[src/rtl/riscv_ifetch_buf.sv]
// riscv_ifetch_buf: instruction-fetch buffer between the fetch stage and if_id.
// Owns the PC, issues pipelined req/gnt requests to the instruction ROM, queues
// up to DEPTH in-order responses and delivers {inst, addr} over valid/ready.
// A jump flushes the queue and drops any responses still in flight.
// Optional feature macro: RISCV_IFB_BYPASS_EN (forward rom_rdata_i straight to
// inst_o when the response fills the head slot, saving one cycle of latency).
module riscv_ifetch_buf #(
    parameter int unsigned     XLEN     = 32,
    parameter int unsigned     DEPTH    = 4,
    parameter logic [XLEN-1:0] RESET_PC = '0
) (
    input  logic            clk,
    input  logic            rst,
    input  logic            jump_en_i,
    input  logic [XLEN-1:0] jump_addr_i,
    output logic            rom_req_o,
    output logic [XLEN-1:0] rom_addr_o,
    input  logic            rom_gnt_i,
    input  logic            rom_rvalid_i,
    input  logic [31:0]     rom_rdata_i,
    output logic            inst_valid_o,
    input  logic            inst_ready_i,
    output logic [31:0]     inst_o,
    output logic [XLEN-1:0] inst_addr_o
);

    localparam int unsigned AW      = $clog2(DEPTH);
    localparam int unsigned PW      = AW + 1;
    localparam logic [PW:0] DEPTH_W = (PW+1)'(DEPTH);
    localparam logic [31:0] NOP     = 32'h0000_0013;

    logic [XLEN-1:0]  pc;
    logic [PW-1:0]    alloc_ptr;
    logic [PW-1:0]    fill_ptr;
    logic [PW-1:0]    head_ptr;
    logic [PW-1:0]    drop_cnt;

    logic [XLEN-1:0]  slot_addr [DEPTH];
    logic [31:0]      slot_data [DEPTH];
    logic [DEPTH-1:0] slot_filled;

    logic [AW-1:0]    alloc_idx;
    logic [AW-1:0]    fill_idx;
    logic [AW-1:0]    head_idx;
    logic [PW-1:0]    alloc_cnt;
    logic [PW-1:0]    unfilled_cnt;
    logic [PW:0]      credit_used;
    logic [PW:0]      outstanding;
    logic [PW:0]      drop_on_jump;
    logic             resp_drop;
    logic             resp_take;
    logic             head_filled;
    logic             bypass_hit;
    logic             bypass_pop;
    logic             fire;
    logic             pop;

    // Queue bookkeeping, request/credit logic and output selection.
    always_comb begin
        alloc_idx    = alloc_ptr[AW-1:0];
        fill_idx     = fill_ptr[AW-1:0];
        head_idx     = head_ptr[AW-1:0];
        alloc_cnt    = alloc_ptr - head_ptr;
        unfilled_cnt = alloc_ptr - fill_ptr;
        credit_used  = {1'b0, alloc_cnt} + {1'b0, drop_cnt};

        // Responses still owed by the ROM after a flush: old drops plus every
        // unfilled slot, less the one arriving in the jump cycle itself.
        outstanding  = {1'b0, drop_cnt} + {1'b0, unfilled_cnt};
        drop_on_jump = outstanding;
        if (rom_rvalid_i && (outstanding != '0)) begin
            drop_on_jump = outstanding - (PW+1)'(1);
        end

        resp_drop   = rom_rvalid_i && !jump_en_i && (drop_cnt != '0);
        resp_take   = rom_rvalid_i && !jump_en_i && (drop_cnt == '0) && (unfilled_cnt != '0);
        head_filled = slot_filled[head_idx] && (alloc_cnt != '0);

`ifdef RISCV_IFB_BYPASS_EN
        // fill == head with a live response means the head slot is being filled now.
        bypass_hit = resp_take && (fill_ptr == head_ptr);
`else
        bypass_hit = 1'b0;
`endif

        rom_req_o    = !rst && !jump_en_i && (credit_used < DEPTH_W);
        rom_addr_o   = pc;
        fire         = rom_req_o && rom_gnt_i;
        inst_valid_o = !rst && !jump_en_i && (head_filled || bypass_hit);
        pop          = inst_valid_o && inst_ready_i;
        bypass_pop   = bypass_hit && pop;

        inst_o      = NOP;
        inst_addr_o = '0;
        if (inst_valid_o) begin
            inst_addr_o = slot_addr[head_idx];
            inst_o      = bypass_hit ? rom_rdata_i : slot_data[head_idx];
        end
    end

    // PC, queue pointers and drop counter; a jump overrides issue, fill and pop.
    always_ff @(posedge clk) begin
        if (rst) begin
            pc        <= RESET_PC;
            alloc_ptr <= '0;
            fill_ptr  <= '0;
            head_ptr  <= '0;
            drop_cnt  <= '0;
        end else if (jump_en_i) begin
            pc       <= jump_addr_i & ~XLEN'(3);
            head_ptr <= alloc_ptr;
            fill_ptr <= alloc_ptr;
            drop_cnt <= drop_on_jump[PW-1:0];
        end else begin
            if (fire) begin
                alloc_ptr <= alloc_ptr + PW'(1);
                pc        <= pc + XLEN'(4);
            end
            if (resp_take) begin
                fill_ptr <= fill_ptr + PW'(1);
            end
            if (resp_drop) begin
                drop_cnt <= drop_cnt - PW'(1);
            end
            if (pop) begin
                head_ptr <= head_ptr + PW'(1);
            end
        end
    end

    // Slot storage: address captured on grant, data and filled flag on response.
    always_ff @(posedge clk) begin
        if (rst) begin
            slot_filled <= '0;
        end else if (!jump_en_i) begin
            if (fire) begin
                slot_addr[alloc_idx]   <= pc;
                slot_filled[alloc_idx] <= 1'b0;
            end
            if (resp_take) begin
                slot_data[fill_idx] <= rom_rdata_i;
                if (!bypass_pop) begin
                    slot_filled[fill_idx] <= 1'b1;
                end
            end
        end
    end

endmodule

[config.mk]
export PLATFORM = sky130hd
export DESIGN_NAME = riscv_ifetch_buf
export DESIGN_NICKNAME = d
export VERILOG_FILES = /design/src/rtl/riscv_ifetch_buf.sv
export SDC_FILE = /design/constraint.sdc
export NUM_CORES = 1
export LEC_CHECK = 0
export ABC_AREA = 1
export BUFFER_PORTS_ARGS = -buffer_cell sky130_fd_sc_hd__buf_2
export CAP_MARGIN = 20
export CORE_AREA = 2 2 154 156
export DETAILED_ROUTE_END_ITERATION = 6
export DIE_AREA = 0 0 156 158
export PLACE_DENSITY = 0.79
export SLEW_MARGIN = 20
export SYNTH_ARGS = -nofsm -noshare
export SYNTH_HDL_FRONTEND = slang
export SYNTH_SLANG_ARGS = --single-unit
[constraint.sdc]
create_clock -name clk -period 4.4 [get_ports clk]
set_input_delay 0.66 -clock clk [delete_from_list [all_inputs] [get_ports clk]]
set_output_delay 0.66 -clock clk [all_outputs]
set_load 0.01 [all_outputs]
==> run summary, run 1 <==
The run finished with clean final reports. The cell family contributing the most delay on the critical path is buffers and inverters. In this run the static leakage power is 5.87 nW.

Summed over all layers, the global routing overflow is 0. Summed over all instances, the cell type with the most area after synthesis is sky130_fd_sc_hd__edfxtp_1. The tools report the detailed-route wire length as 30000 µm.

For the number of global-route vias before repair, the log shows 9182. After the first detailed-routing iteration, the DRC count stood at 831. IR analysis of the VDD net gives a maximum drop of 0.270 mV. The library cells used most frequently in the layout, excluding fill and tap cells, are sky130_fd_sc_hd__nor2_1 (318), sky130_fd_sc_hd__edfxtp_1 (248), sky130_fd_sc_hd__nand2_1 (174). The share of synthesized flip-flops with an asynchronous set or reset works out to 0. Critical setup path kind: reg -> out. The logs give 0.0231 mm² for the standard cell core area and 0.569 for the effective utilization at floorplan.

In the final routed layout, each cell accounts on average for 17.0 µm. The maximum fanout encountered on the critical timing path is 24. The number of setup buffers added after CTS is 0. The startpoint kind of the worst setup timing path was a register. After synthesis, the cell types taking the most area are sky130_fd_sc_hd__edfxtp_1 (57%), sky130_fd_sc_hd__nor2_1 (9.2%), sky130_fd_sc_hd__dfxtp_1 (7.3%). The run gives 0.0131 ns as the final worst clock skew. The synthesized area divided by synthesized cell count works out to 10.0 µm². The run gives 38 as the number of distinct standard cells referenced by the synthesized netlist. The share of synthesized area occupied by flip-flops and latches is 0.640, and the CTS sink count is 296. The worst register-to-register path begins at alloc_ptr[0]$_SDFFE_PP0P_.

The number of buffer cells added on primary ports works out to 161. The number of antenna diodes was 0; the count of final setup violators was 0. The maximum buffer depth of the clock tree is 3. The fraction of final layout cells sized beyond drive strength 1 works out to 0.168. The number of warnings printed during yosys synthesis is 0. Before antenna repair, the detailed router went through 6 iterations.

For the final-stage net count, the log shows 1549. The routed layout has 9704 vias. Setup repair after global routing left no endpoint under its margin.

The arrival time at the worst endpoint was 3.25 ns; the worst hold margin was 0.336 ns. The die covers 0.0246 mm². TritonCTS built the clock tree. The logs give 0.0151 mm² for the post-route standard cell area excluding fillers and 0 for the number of antenna violations at the first check in global routing.

The post-layout instance count excluding filler cells was 1769; the flop-to-flop setup slack was 0.99 ns. From synthesis to final layout, the design area changed by 14.9%. For the pin with the worst max-slew slack, the measured transition is 0.990 ns. The element type at the critical path end was an output port. Yosys mapped a number of flops with a built-in enable equal to 248.

The clock input transition at the sequential cells of the worst setup and hold paths was 0.06 ns; the timing-limited maximum frequency was 256 MHz. The portion of synthesized cell area occupied by the leading cell type is 0.567, and the number of cells in the design after placement is 1715. On the critical path, the stage with the largest delay is an instance of sky130_fd_sc_hd__fa_1.

Among all flip-flop cells after synthesis, the most frequent one is sky130_fd_sc_hd__edfxtp_1. Summing every instance area after synthesis gives 0.0131 mm². The tools report the latest clock arrival within the worst-skew pair as 0.54 ns. The period utilization is 0.888, and the DRC violation count after routing is 0. The tools report the largest net degree at the start of global routing as 86. The signal on the critical path passes through inv_1 -> ha_1 -> inv_1 -> fa_1 -> inv_1 -> nand2_1 -> nand2_1 -> nand2_1 -> nand3_1 -> nand3_4 -> buf_4 -> a21oi_1 -> buf_2. The worst path in the final design needs a cycle of 3.91 ns, including I/O delays and setup. The power per unit of standard cell area was 404 mW/mm². In the routed layout, each cell is associated on average with a via count of 5.49. The worst-case headroom to the max-slew limit came out at 0.339.

For this design the top-level I/O count stands at 168. At the worst endpoint, the required time is 3.74 ns. Leading cell type in the layout, fill and taps excluded: sky130_fd_sc_hd__nor2_1.

In this run the cell area measured after placement is 0.0142 mm². The path class of the tightest hold or removal check is in -> reg. The max-slew violation total from the final report is 0. The wire-length estimate of the detail-placed layout is 18300 µm. The level count of the clock H-tree was 1; the first-pass GRT wire length was 46700 µm.

Worst setup path startpoint: alloc_ptr[0]$_SDFFE_PP0P_. After synthesis the netlist holds a flip-flop and latch count of 296. In the final timing run, aggregate negative setup slack is 0 ns.

The number of failing hold endpoints at the final stage is 0. Routability-driven placement finished with a final weighted congestion of 0.974. TritonCTS created 29 clock buffers. For the max capacitance violation total, the log shows 0. The tools report the startpoint of the lowest-slack hold path as rom_rdata_i[23].

The post-route antenna net violation count is 0, and the height of the die is 158 µm. The buffers plus inverters on the worst setup path was 5; the number of instances in the synthesized netlist was 1310. Summing internal, switching and leakage power gives 6.10 mW. The tools report the global routing usage summed across all routing layers as 0.241.

The root buffer cell is sky130_fd_sc_hd__clkbuf_16. The delay of the slowest cell on the worst path works out to 0.39 ns. After floorplanning, the core was divided into 56 placement rows.

In this run the horizontal extent of the chip is 156 µm.
[worst register-to-register path, stage by stage, from the launching register on]
cell and delay, ns:
sky130_fd_sc_hd__dfxtp_1 0.34, sky130_fd_sc_hd__inv_1 0.18, sky130_fd_sc_hd__ha_1 0.18, sky130_fd_sc_hd__inv_1 0.05
sky130_fd_sc_hd__fa_1 0.39, sky130_fd_sc_hd__inv_1 0.07, sky130_fd_sc_hd__nand2_1 0.06, sky130_fd_sc_hd__nand3_1 0.11
sky130_fd_sc_hd__nand2_1 0.06, sky130_fd_sc_hd__ha_1 0.26, sky130_fd_sc_hd__inv_1 0.05, sky130_fd_sc_hd__nand2_1 0.04
sky130_fd_sc_hd__nor2_1 0.22, sky130_fd_sc_hd__nand3_4 0.26, sky130_fd_sc_hd__inv_2 0.16, sky130_fd_sc_hd__nand2_1 0.13
sky130_fd_sc_hd__inv_1 0.08, sky130_fd_sc_hd__buf_4 0.41
[registers in the layout, summed over array words and instances, names as in the netlist, named ones only]
signal / count
slot_filled: 4
slot_addr: 120
alloc_ptr: 3
fill_ptr: 3
slot_data: 128
head_ptr: 3
rom_addr_o: 30
drop_cnt: 3
[final timing paths]
path,endpoint,depth (start not counted)
max,inst_addr_o[10],13
min,slot_data[2][23]$_DFFE_PP_,1
max reg2reg,slot_addr[3][12]$_DFFE_PP_,17
min reg2reg,slot_filled[1]$_SDFFE_PP0N_,2
[final cells by class]
cell class	count	area, µm²
sequential	296	8410
fill	1757	7960
multi-input combinational	866	4120
timing repair buffer	177	951
clock buffer	35	768
tap	290	363
inverter	86	335
clock inverter	19	139
[power breakdown]
| part | switching [mW] | internal [mW] |
|---|---|---|
| Combinational | 0.365 | 0.200 |
| Sequential | 0.0858 | 3.10 |
| Clock | 0.995 | 1.35 |
| Total | 1.45 | 4.66 |
[cells in the mapped netlist, types with 6 or more instances]
cell and instances:
sky130_fd_sc_hd__a31oi_1 7, sky130_fd_sc_hd__clkbuf_1 36, sky130_fd_sc_hd__xnor2_1 9, sky130_fd_sc_hd__nand3_1 41, sky130_fd_sc_hd__inv_1 78, sky130_fd_sc_hd__o21ai_0 143
sky130_fd_sc_hd__nand2_1 174, sky130_fd_sc_hd__inv_2 7, sky130_fd_sc_hd__a21oi_1 92, sky130_fd_sc_hd__xor2_1 8, sky130_fd_sc_hd__ha_1 20, sky130_fd_sc_hd__dfxtp_1 48
sky130_fd_sc_hd__buf_4 6, sky130_fd_sc_hd__o21ai_1 8, sky130_fd_sc_hd__edfxtp_1 248, sky130_fd_sc_hd__buf_2 18, sky130_fd_sc_hd__nor2_1 322
[routing by layer]
layer	up-vias	GRT usage	part of all wire
met5	-	0	0
met4	0	0.0603	0.021
met3	44	0.0315	0.065
met2	391	0.427	0.49
met1	4546	0.316	0.42
li1	4723	-	-
[cell families (layout without fill, tap and decap cells)]
group | count (synthesis) | in the layout | share of synthesized area
xor+xnor | 17 | 17 | 0.0113
buf+inv | 151 | 317 | 0.0487
compound gates | 260 | 260 | 0.102
fa+ha+maj | 23 | 23 | 0.0236
simple gates | 562 | 562 | 0.174
other cells | 1 | 4 | 0.000286
flops | 296 | 296 | 0.640
[metrics by stage]
step                       util  setup slack [ns]
after floorplan               -             0.985
after global routing      0.655             0.248
after global placement    0.615             0.730
after detailed placement  0.615             0.684
after CTS                 0.654             0.187
final                     0.655             0.493
[repair_timing]
item,CTS,global route
hold buffers,0,0
endpoints found under the hold margin,0,0
setup endpoints to repair,0,1
resized for setup,0,1
(Power assumes the default switching activity.)
==> run 2: changes to the inputs <==
GPL_TIMING_DRIVEN = 0   (was default)
==> run 2 against run 1 <==
Against the previous run: clock skew fell by 0.0042 ns; via count rose by 4.5%; worst setup slack improved by 0.070 ns; highest routed layer is now met5.
==> run summary, run 2 (synthesized netlist as in run 1, its figures left out) <==
The tools report the maximum buffer depth of the clock tree as 3 (unchanged). The standard cell core area is 0.0231 mm² (unchanged). The startpoint identified for the worst hold timing path is rom_rdata_i[23].

In the layout the commonest cells are sky130_fd_sc_hd__nor2_1 (318), sky130_fd_sc_hd__edfxtp_1 (248), sky130_fd_sc_hd__buf_2 (178). The run gives 9730 (+6.0%) as the number of global-route vias before repair. By startpoint and endpoint, the worst setup path is classified as reg -> out. Compared with the post-synthesis result, the final layout area differs by 17.1%. The tools report the remaining global-route overflow as 0 (unchanged). The power per unit of standard cell area was 406 mW/mm² (+0.34%); the buffers plus inverters on the worst setup path was 5 (unchanged).

Number of setup buffers added after CTS: 0 (unchanged). Setup repair after global routing left no endpoint under its margin. The tools report the total iterations of the first detailed-routing run as 5 (-1).

The row count was 56 (unchanged); the latest clock arrival within the worst-skew pair was 0.54 ns (about the same). For the max-slew violation total from the final report, the log shows 0 (unchanged). The global routing usage summed across all routing layers was 0.264 (+0.0230); the post-detailed-route via-to-cell ratio was 5.57 (+1.6%). The first-pass GRT wire length is 50200 µm (+7.4%). The delay of the slowest cell on the worst path came out at 0.37 ns (-0.02 ns). The worst setup path is launched from a register.

The run gives 0 (unchanged) as the hold-fix buffer count after cts. The height of the die is 158 µm (unchanged), and the period utilization is 0.872 (-0.0158). For the level count of the clock H-tree, the log shows 1 (unchanged). The library cell used most frequently in the layout, excluding fill and tap cells, is sky130_fd_sc_hd__nor2_1. The post-route standard cell area excluding fillers came out at 0.0154 mm² (+1.9%). The final-stage net count was 1601 (+3.4%); the number of antenna violations at the first check in global routing was 1 (+1). The timing-limited maximum frequency is 261 MHz (+1.8%). The tools report the overall power as 6.24 mW (+2.2%). STA classifies the critical path endpoint as an output port.

The clock input transition at the sequential cells of the worst setup and hold paths is 0.06 ns (about the same). The run gives 0.569 (unchanged) as the effective utilization at floorplan. The worst-case headroom to the max-slew limit is 0.494 (+0.155), and the fraction of final layout cells sized beyond drive strength 1 is 0.174 (+0.00561). The DRC violation count after routing came out at 0 (unchanged). The transition at the pin with the smallest max-transition slack is 0.758 ns (-0.232 ns). The run finished with clean final reports.

The run gives 847 (+1.9%) as the iteration-0 DRC count of the detailed router. The kind of cell adding the most delay to the critical path was buffers and inverters. The logs give 168 (unchanged) for the top-level I/O count and 31 (-64%) for the largest net degree at the start of global routing. For the number of cells in the design after placement, the log shows 1767 (+3.0%). The run gives 296 (unchanged) as the CTS sink count.

The flip-flop count of the largest register after layout is 128 (unchanged), and the static leakage is 5.98 nW (+2.0%). Number of filler instances in the final layout: 1761 (+0.23%). The post-layout instance count excluding filler cells is 1820 (+2.9%).

The run gives 3.18 ns (-0.07 ns) as the arrival time at the worst endpoint. The tightest min-delay check is of the in -> reg type. Shortest period the worst path allows: 3.84 ns (-0.0695 ns). Number of buffer cells added on primary ports: 160 (-0.62%).

The tools report the final weighted congestion of routability-driven global placement as 0.900 (-7.6%). Number of failing hold endpoints at the final stage: 0 (unchanged). The overall die area came out at 0.0246 mm² (unchanged). The placed standard-cell area is 0.0144 mm² (+1.8%), and the maximum fanout encountered on the critical timing path is 10 (-58%). The tools report the via count as 10.1k (+4.5%). The critical path goes through inv_1 -> ha_1 -> inv_1 -> fa_1 -> inv_1 -> nand2_1 -> nand2_1 -> nand2_1 -> nand3_1 -> nand3_2 -> buf_2 -> a21oi_1 -> buf_2. TritonCTS built the clock tree. The post-cts resize count was 0 (unchanged); the count of final setup violators was 0 (unchanged). The post-route antenna net violation count came out at 0 (unchanged). The die extent in x was 156 µm (unchanged). The worst setup path startpoint is alloc_ptr[0]$_SDFFE_PP0P_. Among all stages on the critical path, the largest delay is contributed by sky130_fd_sc_hd__fa_1. Routed wire length per instance: 18.2 µm (+7.0%). The beginning of the worst register-to-register path was alloc_ptr[0]$_SDFFE_PP0P_.

The total clock buffers created by CTS is 29 (unchanged), and the max capacitance violation total is 0 (unchanged). Clock tree synthesis selected as its root buffer the cell sky130_fd_sc_hd__clkbuf_16. The final worst clock skew is 0.00895 ns (-0.00419 ns). The required time reported for the critical path endpoint is 3.74 ns (about the same), and the half-perimeter wire length of the detailed placement result is 22100 µm (+21%).

Highest ir drop seen on vdd: 0.249 mV (-7.8%). The detailed-route wire length is 33100 µm (+10%). The register with the most flip-flops in the final layout is slot_data.
## run 2: changes by cell type in the layout (fill, tap and decap cells not counted), moves of 4 or more
cell / change
sky130_fd_sc_hd__buf_4: -8
sky130_fd_sc_hd__inv_2: +4
sky130_fd_sc_hd__inv_1: -4
sky130_fd_sc_hd__buf_2: +17
sky130_fd_sc_hd__clkbuf_1: +35
## run 2: final timing paths
| kind | cells after the start | end | slack [ns] |
|---|---|---|---|
| worst max-delay path | 13 | inst_addr_o[13] | 0.56 |
| worst min-delay path | 1 | slot_data[1][23]$_DFFE_PP_ | 0.33 |
| worst max register to register | 17 | slot_addr[2][22]$_DFFE_PP_ | 0.75 |
| worst min register to register | 2 | slot_filled[1]$_SDFFE_PP0N_ | 0.50 |
## run 2: layout make-up
| class | instances | area (µm²) | area share |
|---|---|---|---|
| Sequential cell | 296 | 8410 | 0.547 |
| Buffer | 65 | 304 | 0.0198 |
| Tap cell | 290 | 363 | 0.0236 |
| Antenna cell | 1 | 2.50 | 0.000163 |
| Clock inverter | 14 | 114 | 0.00741 |
| Inverter | 86 | 335 | 0.0218 |
| Timing Repair Buffer | 164 | 896 | 0.0583 |
| Clock buffer | 38 | 831 | 0.0540 |
| Multi-Input combinational cell | 866 | 4120 | 0.268 |
## run 2: where the power goes
group | total (mW) | switching, mW | internal (mW)
Combinational | 0.609 | 0.396 | 0.213
Sequential | 3.19 | 0.0808 | 3.10
Clock | 2.44 | 1.01 | 1.43
Total | 6.24 | 1.49 | 4.75
## run 2: per-layer routing
| metal | vias up | track usage | wire [µm] |
|---|---|---|---|
| li1 | 4831 | - | - |
| met1 | 4730 | 0.345 | 13200 |
| met2 | 520 | 0.460 | 16100 |
| met3 | 57 | 0.0391 | 3090 |
| met4 | 2 | 0.0782 | 726 |
| met5 | - | 0 | 13 |
## run 2: stage by stage
| step | utilization | setup TNS, ns | hold slack, ns | worst slack (ns) |
|---|---|---|---|---|
| 6_report | 0.667 | 0 | 0.335 | 0.562 |
| 5_1_grt | 0.667 | 0 | 0.322 | 0.446 |
| 4_1_cts | 0.667 | 0 | 0.316 | 0.569 |
| 3_5_place_dp | 0.626 | 0 | 0.489 | 0.757 |
| 3_3_place_gp | 0.620 | -28.20 | 0.475 | -0.270 |
| 2_1_floorplan | - | 0 | 0.453 | 0.985 |
==> run 3: changes to the inputs <==
PLACE_DENSITY = 0.81   (was 0.79)
==> run 3 against run 2 <==
Against the previous run: sequential cell count stayed put; sequential power is essentially flat; worst setup slack improved by 0.073 ns; die area unchanged; final area is 0.12% higher; global-route usage fell by 0.48 points.
==> run summary, run 3 (synthesized netlist as in run 1, its figures left out) <==
The flow ran to the end, and the final reports show no timing, DRC or antenna violations. The transition at the pin with the smallest max-transition slack came out at 0.767 ns (+0.00835 ns). The row count is 56 (unchanged).

The period utilization is 0.856 (-0.0166). The via count came out at 10.1k (-0.23%). The static leakage is 5.99 nW (about the same), and the final weighted congestion of routability-driven global placement is 0.921 (+2.3%). STA classifies the critical path endpoint as an output port. The largest net degree at the start of global routing was 31 (unchanged); the worst-case headroom to the max-slew limit was 0.488 (-0.00557). For the top-level I/O count, the log shows 168 (unchanged). For the total iterations of the first detailed-routing run, the log shows 6 (+1).

Post-route antenna net violation count: 0 (unchanged). The flip-flop count of the largest register after layout was 128 (unchanged). The switching power of the nets is 1.47 mW (-1.4%), and the portion of total power attributed to the clock network is 0.397 (+0.005). The remaining global-route overflow came out at 0 (unchanged). The DRC violation count after routing was 0 (unchanged); the post-cts resize count was 0 (unchanged). Routed wire length per instance: 17.8 µm (-2.1%). Setup repair after global routing left no endpoint under its margin. The post-route standard cell area excluding fillers is 0.0154 mm² (+0.12%), and the power per unit of standard cell area is 409 mW/mm² (+0.70%). The maximum buffer depth of the clock tree was 3 (unchanged).

The number of antenna violations at the first check in global routing is 1 (unchanged), and the smallest setup slack after layout is 0.636 ns (+0.0732 ns). The clock input transition at the sequential cells of the worst setup and hold paths is 0.06 ns (about the same), and the number of setup buffers added after CTS is 0 (unchanged). The run gives 4.82 mW (+1.5%) as the internal power contribution.

The root buffer cell is sky130_fd_sc_hd__clkbuf_16. The standard cell core area came out at 0.0231 mm² (unchanged). The placed standard-cell area was 0.0144 mm² (about the same); the post-layout instance count excluding filler cells was 1821 (+0.055%). The tools report the met3 track demand over resource in global routing as 0.0378 (-0.00137). The kind of cell adding the most delay to the critical path is buffers and inverters.

The critical setup path kind was reg -> out. The global routing usage summed across all routing layers was 0.259 (-0.00482). For the iteration-0 DRC count of the detailed router, the log shows 840 (-0.83%). The tools report the startpoint kind of the worst setup timing path as a register.

The area growth from synthesis to layout was 17.3%. The first-pass GRT wire length was 49700 µm (-1.0%); the height of the die was 158 µm (unchanged). The critical path goes through inv_1 -> ha_1 -> inv_1 -> fa_1 -> inv_1 -> nand2_1 -> nand2_1 -> nand2_1 -> nand3_1 -> nand3_2 -> buf_2 -> a21oi_1 -> buf_2.

The run gives 0 (unchanged) as the count of final setup violators. The number of buffer cells added on primary ports was 160 (unchanged). For the part of the power in registers, the log shows 0.506 (-0.005). The CTS sink count was 296 (unchanged).

The max capacitance violation total is 0 (unchanged). The run gives 0 (unchanged) as the hold-fix buffer count after cts. The tools report the area occupied by multi-input gates as 0.00412 mm² (unchanged). The switching power as a share of total power is 0.233 (-0.00536). Leading cell type in the layout, fill and taps excluded: sky130_fd_sc_hd__nor2_1. The number of failing hold endpoints at the final stage was 0 (unchanged); the total clock buffers created by CTS was 29 (unchanged).

The run gives 1 (unchanged) as the level count of the clock H-tree. The fraction of final layout cells sized beyond drive strength 1 works out to 0.172 (-0.00196). The delay of the slowest cell on the worst path is 0.38 ns (about the same). In the layout the commonest cells are sky130_fd_sc_hd__nor2_1 (318), sky130_fd_sc_hd__edfxtp_1 (248), sky130_fd_sc_hd__buf_2 (178). The detailed-route wire length is 32400 µm (-2.1%).

The latest clock arrival within the worst-skew pair is 0.54 ns (about the same). The run gives 0.732 ns (-0.0245 ns) as the post-placement worst setup slack. TritonCTS built the clock tree. The flop-to-flop setup slack was 0.73 ns (-0.02 ns).

The part of the total power dissipated in combinational logic is 0.097 (about the same). The run gives 0.0132 ns (+0.00425 ns) as the final worst clock skew. Shortest period the worst path allows: 3.76 ns (-0.0732 ns). The register containing the most flip-flops in the final layout is slot_data. The tools report the number of global-route vias before repair as 9637 (-0.96%). The highest ir drop seen on vdd was 0.249 mV (-0.13%); the die extent in x was 156 µm (unchanged).

The run gives 0.0246 mm² (unchanged) as the overall die area. For the timing-limited maximum frequency, the log shows 266 MHz (+1.9%). After global routing, the most crowded layer is met2. The met2 track demand over resource in global routing was 0.450 (-0.0101); the effective utilization at floorplan was 0.569 (unchanged). The max-slew violation total from the final report was 0 (unchanged).

The half-perimeter wire length of the detailed placement result was 21700 µm (-1.7%). The slowest stage of the critical path belongs to the cell sky130_fd_sc_hd__fa_1. The final-stage net count is 1601 (unchanged), and the required time reported for the critical path endpoint is 3.74 ns (about the same).

Maximum fanout encountered on the critical timing path: 10 (unchanged). The total area of sequential cells was 0.00841 mm² (unchanged). The path class of the tightest hold or removal check is in -> reg. The buffers plus inverters on the worst setup path works out to 5 (unchanged). The logs give 0.344 (-0.000968) for the met1 usage in global routing and 3.10 ns (-0.08 ns) for the arrival time at the worst endpoint.

The post-detailed-route via-to-cell ratio was 5.56 (-0.28%); the number of cells in the design after placement was 1767 (unchanged). For the number of filler instances in the final layout, the log shows 1740 (-1.2%).
-- run 3: changes by cell type in the layout (fill, tap and decap cells not counted), sizes merged --
cell | previous run | this run
clkbuf | 74 | 75
diode | 1 | 2
clkinv | 12 | 8
clkinvlp | 1 | 0
bufinv | 2 | 5
inv | 85 | 86
-- run 3: worst register-to-register path: stages, from the launching register on --
cell	delay, ns
sky130_fd_sc_hd__dfxtp_1	0.35
sky130_fd_sc_hd__inv_1	0.21
sky130_fd_sc_hd__ha_1	0.18
sky130_fd_sc_hd__inv_1	0.04
sky130_fd_sc_hd__fa_1	0.38
sky130_fd_sc_hd__inv_1	0.06
sky130_fd_sc_hd__nand2_1	0.06
sky130_fd_sc_hd__nand3_1	0.11
sky130_fd_sc_hd__nand2_1	0.07
sky130_fd_sc_hd__ha_1	0.27
sky130_fd_sc_hd__inv_1	0.05
sky130_fd_sc_hd__nand2_1	0.04
sky130_fd_sc_hd__nor2_1	0.22
sky130_fd_sc_hd__nand3_4	0.18
sky130_fd_sc_hd__inv_2	0.17
sky130_fd_sc_hd__buf_4	0.22
sky130_fd_sc_hd__nand2_1	0.12
sky130_fd_sc_hd__inv_2	0.54
-- run 3: path summary, 6_finish.rpt --
| kind | cells after the start | startpoint | end |
|---|---|---|---|
| worst max-delay path | 13 | alloc_ptr[0]$_SDFFE_PP0P_ | inst_addr_o[11] |
| worst min-delay path | 1 | rom_rdata_i[20] | slot_data[1][20]$_DFFE_PP_ |
| worst max register to register | 17 | alloc_ptr[0]$_SDFFE_PP0P_ | slot_addr[1][21]$_DFFE_PP_ |
| worst min register to register | 2 | slot_filled[3]$_SDFFE_PP0N_ | slot_filled[3]$_SDFFE_PP0N_ |
-- run 3: area by class of cell --
type	instances	share of cell area
tap	290	0.0236
buffer	65	0.0198
inverter	86	0.0218
sequential	296	0.546
clock buffer	39	0.0496
multi-input combinational	866	0.268
clock inverter	13	0.0124
timing repair buffer	164	0.0587
antenna	2	0.000325
-- run 3: metal layers --
metal	part of all wire	vias up	wire length [µm]
met5	0	-	0
met2	0.48	508	15500
met4	0.021	0	664
met1	0.40	4716	13000
li1	-	4837	-
met3	0.097	56	3140
-- run 3: power by group through the flow --
stage,clock network (mW),registers (mW),logic [mW]
after floorplan,0,3.22,0.395
after global placement,0,3.24,0.577
after detailed placement,0,3.24,0.603
after CTS,2.52,3.18,0.609
after global routing,2.63,3.19,0.693
final,2.50,3.18,0.610
-- run 3: per-stage QoR --
step / power (mW) / TNS, ns / hold WS [ns] / util
2_1_floorplan: 3.62 / 0 / 0.453 / -
3_3_place_gp: 3.82 / -23.16 / 0.474 / 0.620
3_5_place_dp: 3.84 / 0 / 0.484 / 0.626
4_1_cts: 6.31 / 0 / 0.320 / 0.668
5_1_grt: 6.52 / 0 / 0.321 / 0.668
6_report: 6.29 / 0 / 0.337 / 0.668
